--- src/rtl/ringbuf_write_arbiter_pkg.sv ---
// ---------------------------------------------------------------------------
// ringbuf_write_arbiter_pkg
// Shared definitions for the ring-buffer write arbiter: default parameter
// values, byte/counter widths and the arbiter state encoding.
// No ports (package).
// ---------------------------------------------------------------------------
package ringbuf_write_arbiter_pkg;

    localparam int DEF_LEN_REQ_ID = 2;
    localparam int DEF_BACKOFF    = 4;
    localparam int BYTE_W         = 8;
    localparam int CNT_W          = 8;

    typedef enum logic [1:0] {
        ST_IDLE    = 2'd0,
        ST_ISSUE   = 2'd1,
        ST_WAIT    = 2'd2,
        ST_BACKOFF = 2'd3
    } arb_state_t;

endpackage

--- src/rtl/ringbuf_write_arbiter_rr_pick.sv ---
// ---------------------------------------------------------------------------
// rr_pick
// Combinational round-robin winner selection.
// Ports:
//   req   in  N_REQ  request vector
//   ptr   in  N_REQ  one-hot priority pointer (highest priority position)
//   grant out N_REQ  one-hot winner: first set req bit at or after ptr,
//                    wrapping modulo N_REQ; zero when req is zero
// ---------------------------------------------------------------------------
module rr_pick #(
    parameter int N_REQ = 4
) (
    input  logic [N_REQ-1:0] req,
    input  logic [N_REQ-1:0] ptr,
    output logic [N_REQ-1:0] grant
);

    localparam logic [2*N_REQ-1:0] DBL_ONE = (2*N_REQ)'(1);

    logic [2*N_REQ-1:0] req_dbl;
    logic [2*N_REQ-1:0] mask_dbl;
    logic [2*N_REQ-1:0] masked;
    logic [2*N_REQ-1:0] lowest;

    // The request vector is duplicated so that a search starting at ptr can
    // run past the top bit and continue from bit 0 in the upper copy.
    // ~(ptr - 1) keeps the ptr position and everything above it, which covers
    // the low copy from ptr upward plus the whole upper copy (the wrap).
    assign req_dbl  = {req, req};
    assign mask_dbl = ~({{N_REQ{1'b0}}, ptr} - DBL_ONE);
    assign masked   = req_dbl & mask_dbl;

    // Isolate the lowest set bit (x & -x), then fold both copies together.
    assign lowest = masked & (~masked + DBL_ONE);
    assign grant  = lowest[N_REQ-1:0] | lowest[2*N_REQ-1:N_REQ];

endmodule

--- src/rtl/ringbuf_write_arbiter.sv ---
// ---------------------------------------------------------------------------
// ringbuf_write_arbiter
// Round-robin arbiter sharing the single write port of the byte ring buffer
// among N_REQ byte producers. The winning byte is latched, presented to the
// buffer for one order cycle, and the requester is acked on the buffer's done
// pulse. A missing done (buffer full) triggers a fixed back-off and a retry of
// the same byte without re-arbitration.
// Ports:
//   clk        in   1             clock
//   rstn       in   1             synchronous active-low reset
//   req        in   N_REQ         per-requester request level, held until ack
//   req_data   in   N_REQ*8       byte of requester k on bits [8k+7:8k]
//   ack        out  N_REQ         one-hot one-cycle write-complete pulse
//   buf_order  out  1             ring buffer write strobe
//   buf_data   out  8             ring buffer write data
//   buf_done   in   1             ring buffer done (one cycle after order)
//   grant_id   out  LEN_REQ_ID    index of current/last granted requester
//   busy       out  1             high whenever not IDLE
// ---------------------------------------------------------------------------
module ringbuf_write_arbiter
    import ringbuf_write_arbiter_pkg::*;
#(
    parameter  int LEN_REQ_ID = DEF_LEN_REQ_ID,
    parameter  int BACKOFF    = DEF_BACKOFF,
    localparam int N_REQ      = 2 ** LEN_REQ_ID
) (
    input  logic                    clk,
    input  logic                    rstn,
    input  logic [N_REQ-1:0]        req,
    input  logic [N_REQ*BYTE_W-1:0] req_data,
    output logic [N_REQ-1:0]        ack,
    output logic                    buf_order,
    output logic [BYTE_W-1:0]       buf_data,
    input  logic                    buf_done,
    output logic [LEN_REQ_ID-1:0]   grant_id,
    output logic                    busy
);

    localparam logic [CNT_W-1:0] BACKOFF_LOAD = CNT_W'(BACKOFF - 1);

    arb_state_t              state;
    logic [N_REQ-1:0]        ptr;
    logic [N_REQ-1:0]        winner_oh;
    logic [CNT_W-1:0]        cnt;

    logic [N_REQ-1:0]        pick_oh;
    logic [LEN_REQ_ID-1:0]   pick_id;
    logic [BYTE_W-1:0]       pick_byte;

    rr_pick #(
        .N_REQ (N_REQ)
    ) u_rr_pick (
        .req   (req),
        .ptr   (ptr),
        .grant (pick_oh)
    );

    // One-hot to binary index and byte mux for the candidate winner; pick_oh
    // is one-hot or zero, so OR-accumulation is exact.
    always_comb begin
        pick_id   = '0;
        pick_byte = '0;
        for (int i = 0; i < N_REQ; i++) begin
            if (pick_oh[i]) begin
                pick_id   = pick_id | LEN_REQ_ID'(i);
                pick_byte = pick_byte | req_data[BYTE_W*i +: BYTE_W];
            end
        end
    end

    // Arbiter FSM. The pointer advances only on a successful write, so a
    // requester stuck behind a full buffer keeps its turn across retries.
    always_ff @(posedge clk) begin
        if (!rstn) begin
            state     <= ST_IDLE;
            ptr       <= N_REQ'(1);
            winner_oh <= '0;
            grant_id  <= '0;
            buf_data  <= '0;
            cnt       <= '0;
        end else begin
            case (state)
                ST_IDLE: begin
                    if (|req) begin
                        winner_oh <= pick_oh;
                        grant_id  <= pick_id;
                        buf_data  <= pick_byte;
                        state     <= ST_ISSUE;
                    end
                end
                ST_ISSUE: begin
                    state <= ST_WAIT;
                end
                ST_WAIT: begin
                    if (buf_done) begin
                        ptr   <= {winner_oh[N_REQ-2:0], winner_oh[N_REQ-1]};
                        state <= ST_IDLE;
                    end else begin
                        cnt   <= BACKOFF_LOAD;
                        state <= ST_BACKOFF;
                    end
                end
                ST_BACKOFF: begin
                    if (cnt == '0) begin
                        state <= ST_ISSUE;
                    end else begin
                        cnt <= cnt - CNT_W'(1);
                    end
                end
                default: begin
                    state <= ST_IDLE;
                end
            endcase
        end
    end

    // Order and busy decode straight from the state register; ack must land
    // in the same cycle as done, so it is gated combinationally.
    assign buf_order = (state == ST_ISSUE);
    assign busy      = (state != ST_IDLE);
    assign ack       = (state == ST_WAIT && buf_done) ? winner_oh : '0;

endmodule
--- config.mk ---
export PLATFORM = sky130hd
export DESIGN_NAME = ringbuf_write_arbiter
export DESIGN_NICKNAME = d
export VERILOG_FILES = /design/src/rtl/ringbuf_write_arbiter_pkg.sv /design/src/rtl/ringbuf_write_arbiter_rr_pick.sv /design/src/rtl/ringbuf_write_arbiter.sv
export SDC_FILE = /design/constraint.sdc
export NUM_CORES = 1
export LEC_CHECK = 0
export CORE_MARGIN = 4
export CORE_UTILIZATION = 35
export DETAILED_ROUTE_END_ITERATION = 8
export DONT_BUFFER_PORTS = 1
export PLACE_DENSITY = 0.58
export SYNTH_ARGS = -nofsm -noshare
export SYNTH_HDL_FRONTEND = slang
export SYNTH_SLANG_ARGS = --single-unit
--- constraint.sdc ---
create_clock -name clk -period 2.15 [get_ports clk]
set_input_delay 0.215 -clock clk [delete_from_list [all_inputs] [get_ports clk]]
set_output_delay 0.215 -clock clk [all_outputs]
set_load 0.01 [all_outputs]
==> metrics.md, run 1 <==
| Metric | Value |
|---|---|
| Yosys reg bits | `28` |
| Hold path startpoint | `rstn` |
| Worst skew pair latency | `0.28 ns` |
| Vias | `1561` |
| Post-Synth Simple-Gate Area | `0.266` |
| Main area contributors after synthesis | `dfxtp_1, ha_1, mux2i_1` |
| Type of element launching the critical path | `flop` |
| Share of cells above drive strength 1 | `0.118` |
| Met3 Resource Use GR | `0.0317` |
| Crit path from | `ptr[0]$_SDFFE_PN1P_` |
| CP cell instances | `inv_1 -> ha_1 -> xnor2_1 -> and2_4 -> o31ai_1 -> or3b_2 -> nand4_1` |
| Synth area leader | `dfxtp_1` |
| Fin. Hold Viols | `0` |
| Overflow after GRT | `0` |
| Root buffer cell | `clkbuf_8` |
| Final net count | `259` |
| Vias in the first global route | `1487` |
| Compound-Gate Fraction of Synth Area | `0.230` |
| Crit path largest cell delay | `0.47 ns` |
| Prevailing post-synth register cell | `dfxtp_1` |
| Hold Crit Class | `primary input to flop` |
| Clock Pin Slew Worst Setup and Hold Paths | `0.10 ns` |
| Routed WL | `4.57 mm` |
| Rows | `25` |
| # diodes | `0` |
| Crit. End Element | `flop` |
| Cell at the slowest stage of the critical path | `or3b_2` |
| GRT met1 Usage | `0.207` |
| Syn avg cell area | `8.37 sq um` |
| Pin count of the biggest net entering global routing | `27` |
| Syn_nets | `257` |
| I/O pin cnt | `55` |
| Most numerous cell in the Yosys netlist | `dfxtp_1` |
| DRC viols | `0` |
| Final worst path period need | `2.01 ns` |
| Core Util, Final | `0.399` |
| Gpl congestion | `0.816` |
| First-pass GRT wire length | `7.67 mm` |
| Port Buffers | `0` |
| Core area | `4820 sq um` |
| Max H-tree Level | `1` |
| WL per Instance | `16.4 um` |
| VDD IR-drop max | `0.343 mV` |
| RSZ-0062 raised after global routing | `false` |
| M2 GR Usage | `0.239` |
| Clock buffer depth | `2` |
| Xor-xnor portion of the synthesized cell area | `0.0298` |
| GR Util All Layers | `0.150` |
| Number of synthesized flops with an enable pin | `0` |
| Synth top area share | `0.318` |
| Leakage | `0.764 nW` |
| Initial antenna violation count | `0` |
| Worst hold slack | `0.0264 ns` |
| Initial Util | `0.366` |
| Setup Viol. Count Final | `0` |
| GR peak layer | `met2` |
| Critical path class | `flop to flop` |
| Via density per instance | `5.59` |
| Iter 0 DRT Violations | `137` |
| Fraction of registers with async set/reset | `0` |
| Router iterations before antenna repair | `4` |
| Distinct cells, synth | `46` |
| Slew Viols, Final | `0` |
| Synth-to-Final Area Change | `9.00%` |
| Yosys warns | `0` |
| Req. time, crit path | `2.37 ns` |
| Post-DP HPWL | `3.51 mm` |
| Die area | `6240 sq um` |
| Die width | `79.0 um` |
| Syn Std Cell Area | `1770 sq um` |
| Power density over the cells | `734 nW/um^2` |
| Post-route ant nets | `0` |
| Largest family of logic cells by synthesized area | `simple AND/OR/NAND/NOR gates` |
| CP Max Fanout | `5` |
| Max-Cap Viols | `0` |
| Die H | `79.0 um` |
| CTS tree | `done` |
| Total CTS buffers | `3` |
| FMAX | `0.498 GHz` |
| Worst Path Arrival | `2.23 ns` |
| Clock sink count | `28` |
| Adder-cell share of the synthesized area | `0.0496` |
| Mux cell area share after synthesis | `0.0397` |
| Slew HR | `0.500` |
| Commonest cells in the synthesized netlist | `dfxtp_1, inv_1, nand2_1, nand3_1, a21oi_1` |
| Slew @ Worst Pin | `0.743 ns` |
| Syn Inst Count | `211` |
| Setup_tns | `0 ns` |
| Worst clock skew | `0.00571 ns` |
| Reg2reg start | `ptr[0]$_SDFFE_PN1P_` |
| Tcrit/Tclk final | `0.933` |
| Status | `finished clean` |
| Register area share after synthesis | `0.318` |
==> final cells by class <==
type | count | area (sq um)
clock buffers | 4 | 55.1
fillers | 516 | 2890
inverters | 18 | 67.6
multi-input cells | 154 | 1100
flip-flops and latches | 28 | 562
well taps | 67 | 83.8
repair buffers | 8 | 60.1
==> what timing repair did <==
item / 4_1_cts / 5_1_grt
hold buffers: 0 / 0
buffers inserted: 0 / 1
setup endpoints to repair: 0 / 10
gates resized for setup: 0 / 2
==> kinds of logic (layout without fill, tap and decap cells) <==
logic type,after synthesis,after routing
DFF,28,28
muxes,7,7
xor gates and xnor gates,6,6
adders and majority gates,7,7
buffers and inverters,29,30
AOI/OAI and AO/OA,53,53
and+or+nand+nor,81,81
==> final timing paths <==
kind / cells past startpoint / slack [ns] / to
hold reg to reg: 1 / 0.45 / cnt[0]$_SDFFE_PN0P_
hold / removal: 1 / 0.03 / ptr[0]$_SDFFE_PN1P_
setup reg to reg: 7 / 0.14 / buf_data[4]$_SDFFE_PN0P_
setup / recovery: 7 / 0.14 / buf_data[4]$_SDFFE_PN0P_
==> metal layers <==
metal | vias up | share of wire
li1 | 788 | -
met1 | 734 | 0.47
met2 | 35 | 0.47
met3 | 4 | 0.047
met4 | 0 | 0.010
met5 | - | 0
==> worst max-delay path: cells and delay by family (launching register included) <==
| kind | cells | cell delay (ns) |
|---|---|---|
| AND/OR/NAND/NOR | 3 | 0.76 |
| buffers and inverters | 1 | 0.08 |
| flip-flops | 1 | 0.36 |
| AO/OA/AOI/OAI | 1 | 0.33 |
| XOR/XNOR | 1 | 0.16 |
| adder cells (fa/ha/maj) | 1 | 0.24 |
==> metrics by stage <==
| step | power, mW | instances | setup WS [ns] | instance area, sq um |
|---|---|---|---|---|
| floorplan | 0.989 | 211 | 0.242 | 1770 |
| global placement | 1.08 | 274 | 0.150 | 1850 |
| detailed placement | 1.08 | 274 | 0.108 | 1850 |
| CTS | 1.42 | 278 | 0.0964 | 1910 |
| global route | 1.50 | 279 | 0.0365 | 1920 |
| finish | 1.41 | 279 | 0.144 | 1920 |
==> report_power, final <==
part / leakage (nW) / internal (mW) / switching, mW
clock: 0.0288 / 0.164 / 0.170
combinational: 0.506 / 0.185 / 0.230
sequential: 0.230 / 0.590 / 0.0724
total: 0.764 / 0.940 / 0.472
==> layout by cell type, fill, tap and decap left out, types with 2 or more instances in the layout <==
| master | instances |
|---|---|
| nor4_1 | 3 |
| nand3_1 | 13 |
| and2_1 | 2 |
| nor2_1 | 10 |
| o41ai_2 | 2 |
| dfxtp_1 | 27 |
| a22oi_1 | 3 |
| mux2i_1 | 7 |
| o31ai_1 | 4 |
| ha_1 | 7 |
| a32oi_1 | 7 |
| o21ai_0 | 10 |
| nor2b_1 | 5 |
| nand2_1 | 13 |
| xnor2_1 | 5 |
| nand3b_1 | 4 |
| a21oi_1 | 11 |
| buf_4 | 8 |
| o221ai_1 | 7 |
| and3_1 | 4 |
| or3_1 | 2 |
| inv_1 | 18 |
| nand2b_1 | 6 |
| clkbuf_8 | 4 |
| nor3_1 | 5 |
| nand4_1 | 5 |
==> state kept, by name, indices dropped and copies added (netlist names) <==
name	count
buf_data	8
cnt	8
ptr	4
winner_oh	4
grant_id	2
state	2
Power figures use the tool's default switching activity.
==> run 2, diff against run 1 <==
--- a/config.mk
+++ b/config.mk
@@ -9,7 +9,8 @@
 export CORE_UTILIZATION = 35
 export DETAILED_ROUTE_END_ITERATION = 8
 export DONT_BUFFER_PORTS = 1
-export PLACE_DENSITY = 0.58
+export HOLD_SLACK_MARGIN = 0.15
+export PLACE_DENSITY = 0.48
 export SYNTH_ARGS = -nofsm -noshare
 export SYNTH_HDL_FRONTEND = slang
 export SYNTH_SLANG_ARGS = --single-unit
==> run 2 against run 1 <==
Compared with the run above:
- worst hold slack better by 0.12 ns
- via count up 8.4%
- non-clock buffer count up 24
- fmax down 2.1%
- global-route usage is 0.86 points higher
- cell count increased by 8.2%
- first-iteration DRC count decreased by 26%
- clock skew increased by 0.0018 ns
- setup slack got worse by 0.043 ns
- critical endpoint unchanged
==> metrics.md, run 2 (synthesized netlist as in run 1, its figures left out) <==
| Metric | Value |
|---|---|
| Setup WS post-layout | `0.100 ns (was 0.144 ns)` |
| Final worst path period need | `2.05 ns (was 2.01 ns)` |
| Root buffer cell | `clkbuf_8 (unchanged)` |
| Pin count of the biggest net entering global routing | `17 (was 27)` |
| Max H-tree Level | `1 (unchanged)` |
| Core Util, Final | `0.447 (was 0.399)` |
| Post-DP HPWL | `3.60 mm (was 3.51 mm)` |
| Max-Cap Viols | `0 (unchanged)` |
| Req. time, crit path | `2.37 ns (about the same)` |
| Most common cell after layout, fill and taps aside | `dfxtp_1 (unchanged)` |
| Reg2reg start | `ptr[1]$_SDFFE_PN0P_ (was ptr[0]$_SDFFE_PN1P_)` |
| Port Buffers | `0 (unchanged)` |
| R2r setup slk | `0.10 ns (was 0.14 ns)` |
| Setup_tns | `0 ns (unchanged)` |
| GR Util All Layers | `0.159 (was 0.150)` |
| Fillers | `489 (was 516)` |
| Setup WS pre-CTS | `0.0936 ns (was 0.108 ns)` |
| Clock buffer depth | `2 (unchanged)` |
| Crit. End Element | `flop (unchanged)` |
| Post-Layout Cell Count | `302 (was 279)` |
| Post-route ant nets | `0 (unchanged)` |
| Initial Util | `0.366 (unchanged)` |
| Commonest cells after routing, fill and taps aside | `dfxtp_1, dlygate4sd3_1, inv_1 (was dfxtp_1, inv_1, nand2_1, nand3_1, a21oi_1)` |
| Power density over the cells | `653 nW/um^2 (was 734 nW/um^2)` |
| Reg-to-reg critical path endpoint | `buf_data[4]$_SDFFE_PN0P_ (unchanged)` |
| Logic gate share of total power | `0.325 (was 0.294)` |
| Die area | `6240 sq um (unchanged)` |
| Rows | `25 (unchanged)` |
| Total CTS buffers | `3 (unchanged)` |
| Switching power share of the total | `0.338 (was 0.334)` |
| Switching pwr | `475 uW (was 472 uW)` |
| Cell count of the worst reg-to-reg path | `7 (unchanged)` |
| CP Max Fanout | `7 (was 5)` |
| # diodes | `0 (unchanged)` |
| Overflow after GRT | `0 (unchanged)` |
| Clock sink count | `28 (unchanged)` |
| Critical path class | `flop to flop (unchanged)` |
| I/O pin cnt | `55 (unchanged)` |
| Leakage | `0.856 nW (was 0.764 nW)` |
| Clock Pin Slew Worst Setup and Hold Paths | `0.10 ns (about the same)` |
| FMAX | `0.488 GHz (was 0.498 GHz)` |
| Share of cells above drive strength 1 | `0.0936 (was 0.118)` |
| Tcrit/Tclk final | `0.953 (was 0.933)` |
| Worst skew pair latency | `0.27 ns (was 0.28 ns)` |
| Iter 0 DRT Violations | `102 (was 137)` |
| Clock share of power | `0.203 (was 0.237)` |
| Die width | `79.0 um (unchanged)` |
| Worst setup path endpoint | `buf_data[4]$_SDFFE_PN0P_ (unchanged)` |
| Synth-to-Final Area Change | `21.9% (was 9.00%)` |
| Slew Viols, Final | `0 (unchanged)` |
| Worst Path Arrival | `2.27 ns (was 2.23 ns)` |
| Sequential cell fraction of total power | `0.473 (was 0.469)` |
| Status | `finished clean (unchanged)` |
| Fin. Hold Viols | `0 (unchanged)` |
| Slew @ Worst Pin | `0.753 ns (was 0.743 ns)` |
| Setup Viol. Count Final | `0 (unchanged)` |
| First-pass GRT wire length | `8.04 mm (was 7.67 mm)` |
| Hold Crit Class | `primary input to flop (unchanged)` |
| Initial antenna violation count | `0 (unchanged)` |
| Placed insts | `273 (was 274)` |
| Vias | `1692 (was 1561)` |
| WL per Instance | `16.3 um (was 16.4 um)` |
| Worst hold slack | `0.143 ns (was 0.0264 ns)` |
| Via density per instance | `5.60 (was 5.59)` |
| Final net count | `283 (was 259)` |
| Slew HR | `0.493 (was 0.500)` |
| Worst clock skew | `0.00748 ns (was 0.00571 ns)` |
| CTS tree | `done (unchanged)` |
| RSZ-0062 raised after global routing | `false (unchanged)` |
| Die H | `79.0 um (unchanged)` |
| VDD IR-drop max | `0.286 mV (was 0.343 mV)` |
| DRC viols | `0 (unchanged)` |
| Vias in the first global route | `1742 (was 1487)` |
| Crit path from | `ptr[1]$_SDFFE_PN0P_ (was ptr[0]$_SDFFE_PN1P_)` |
| Regs by FF count | `buf_data x8, cnt x8 (unchanged)` |
| P_int | `931 uW (was 940 uW)` |
| Type of element launching the critical path | `flop (unchanged)` |
| Router iterations before antenna repair | `4 (unchanged)` |
| Core area | `4820 sq um (unchanged)` |
| Routed WL | `4.93 mm (was 4.57 mm)` |
| Gpl congestion | `0.848 (was 0.816)` |
## run 2: cell count changes in the layout (fill, tap and decap cells not counted), sizes merged
| cell | previous run | this run |
|---|---|---|
| dlygate4sd3 | 0 | 25 |
| buf | 8 | 7 |
| clkbuf | 4 | 3 |
## run 2: how the worst min path moves through the flow
stage / start / endpoint / slack (ns) / depth (start not counted)
floorplan: req_data[0] / buf_data[0]$_SDFFE_PN0P_ / 0.34 / 2
global placement: rstn / ptr[0]$_SDFFE_PN1P_ / 0.31 / 1
detailed placement: rstn / ptr[0]$_SDFFE_PN1P_ / 0.31 / 1
CTS: req[0] / buf_data[4]$_SDFFE_PN0P_ / 0.15 / 2
global route: req_data[31] / buf_data[7]$_SDFFE_PN0P_ / 0.16 / 2
finish: req_data[31] / buf_data[7]$_SDFFE_PN0P_ / 0.14 / 2
## run 2: layout make-up
type,count,area (sq um),share of cell area
Multi-Input combinational cell,154,1100,0.509
Sequential cell,28,561,0.260
Timing Repair Buffer,32,303,0.141
Tap cell,67,83.8,0.0390
Inverter,18,67.6,0.0314
Clock buffer,3,41.3,0.0192
## run 2: repair_timing
action / in CTS / in global routing
buffers inserted: 0 / 1
hold buffers: 24 / 1
endpoints found under the setup margin: 0 / 9
hold endpoints to repair: 22 / 1
resized for setup: 0 / 1
## run 2: routing by layer
layer / up-vias / share of wire / GRT usage
li1: 829 / - / -
met1: 809 / 0.43 / 0.183
met2: 48 / 0.50 / 0.285
met3: 6 / 0.055 / 0.0397
met4: 0 / 0.012 / 0.0498
met5: - / 0 / 0
## run 2: per-stage QoR
step	area, sq um	power (mW)
finish	2150	1.41
detailed placement	1840	1.09
floorplan	1770	0.989
global placement	1840	1.07
CTS	2130	1.41
global route	2150	1.50
## run 2: critical path, stage by stage, from the launching register on
cell and delay, ns:
dfxtp_1 0.42, inv_1 0.07, ha_1 0.23, xnor2_1 0.15, and2_4 0.20, o31ai_1 0.37, or3b_2 0.48, nand4_1 0.09
## run 2: power groups by stage
stage          Clock (mW)  Combinational (mW)  Sequential (mW)
3_5_place_dp            0               0.408            0.677
2_1_floorplan           0               0.331            0.659
6_report            0.285               0.457            0.664
4_1_cts             0.297               0.449            0.665
5_1_grt             0.314               0.509            0.674
3_3_place_gp            0               0.396            0.675
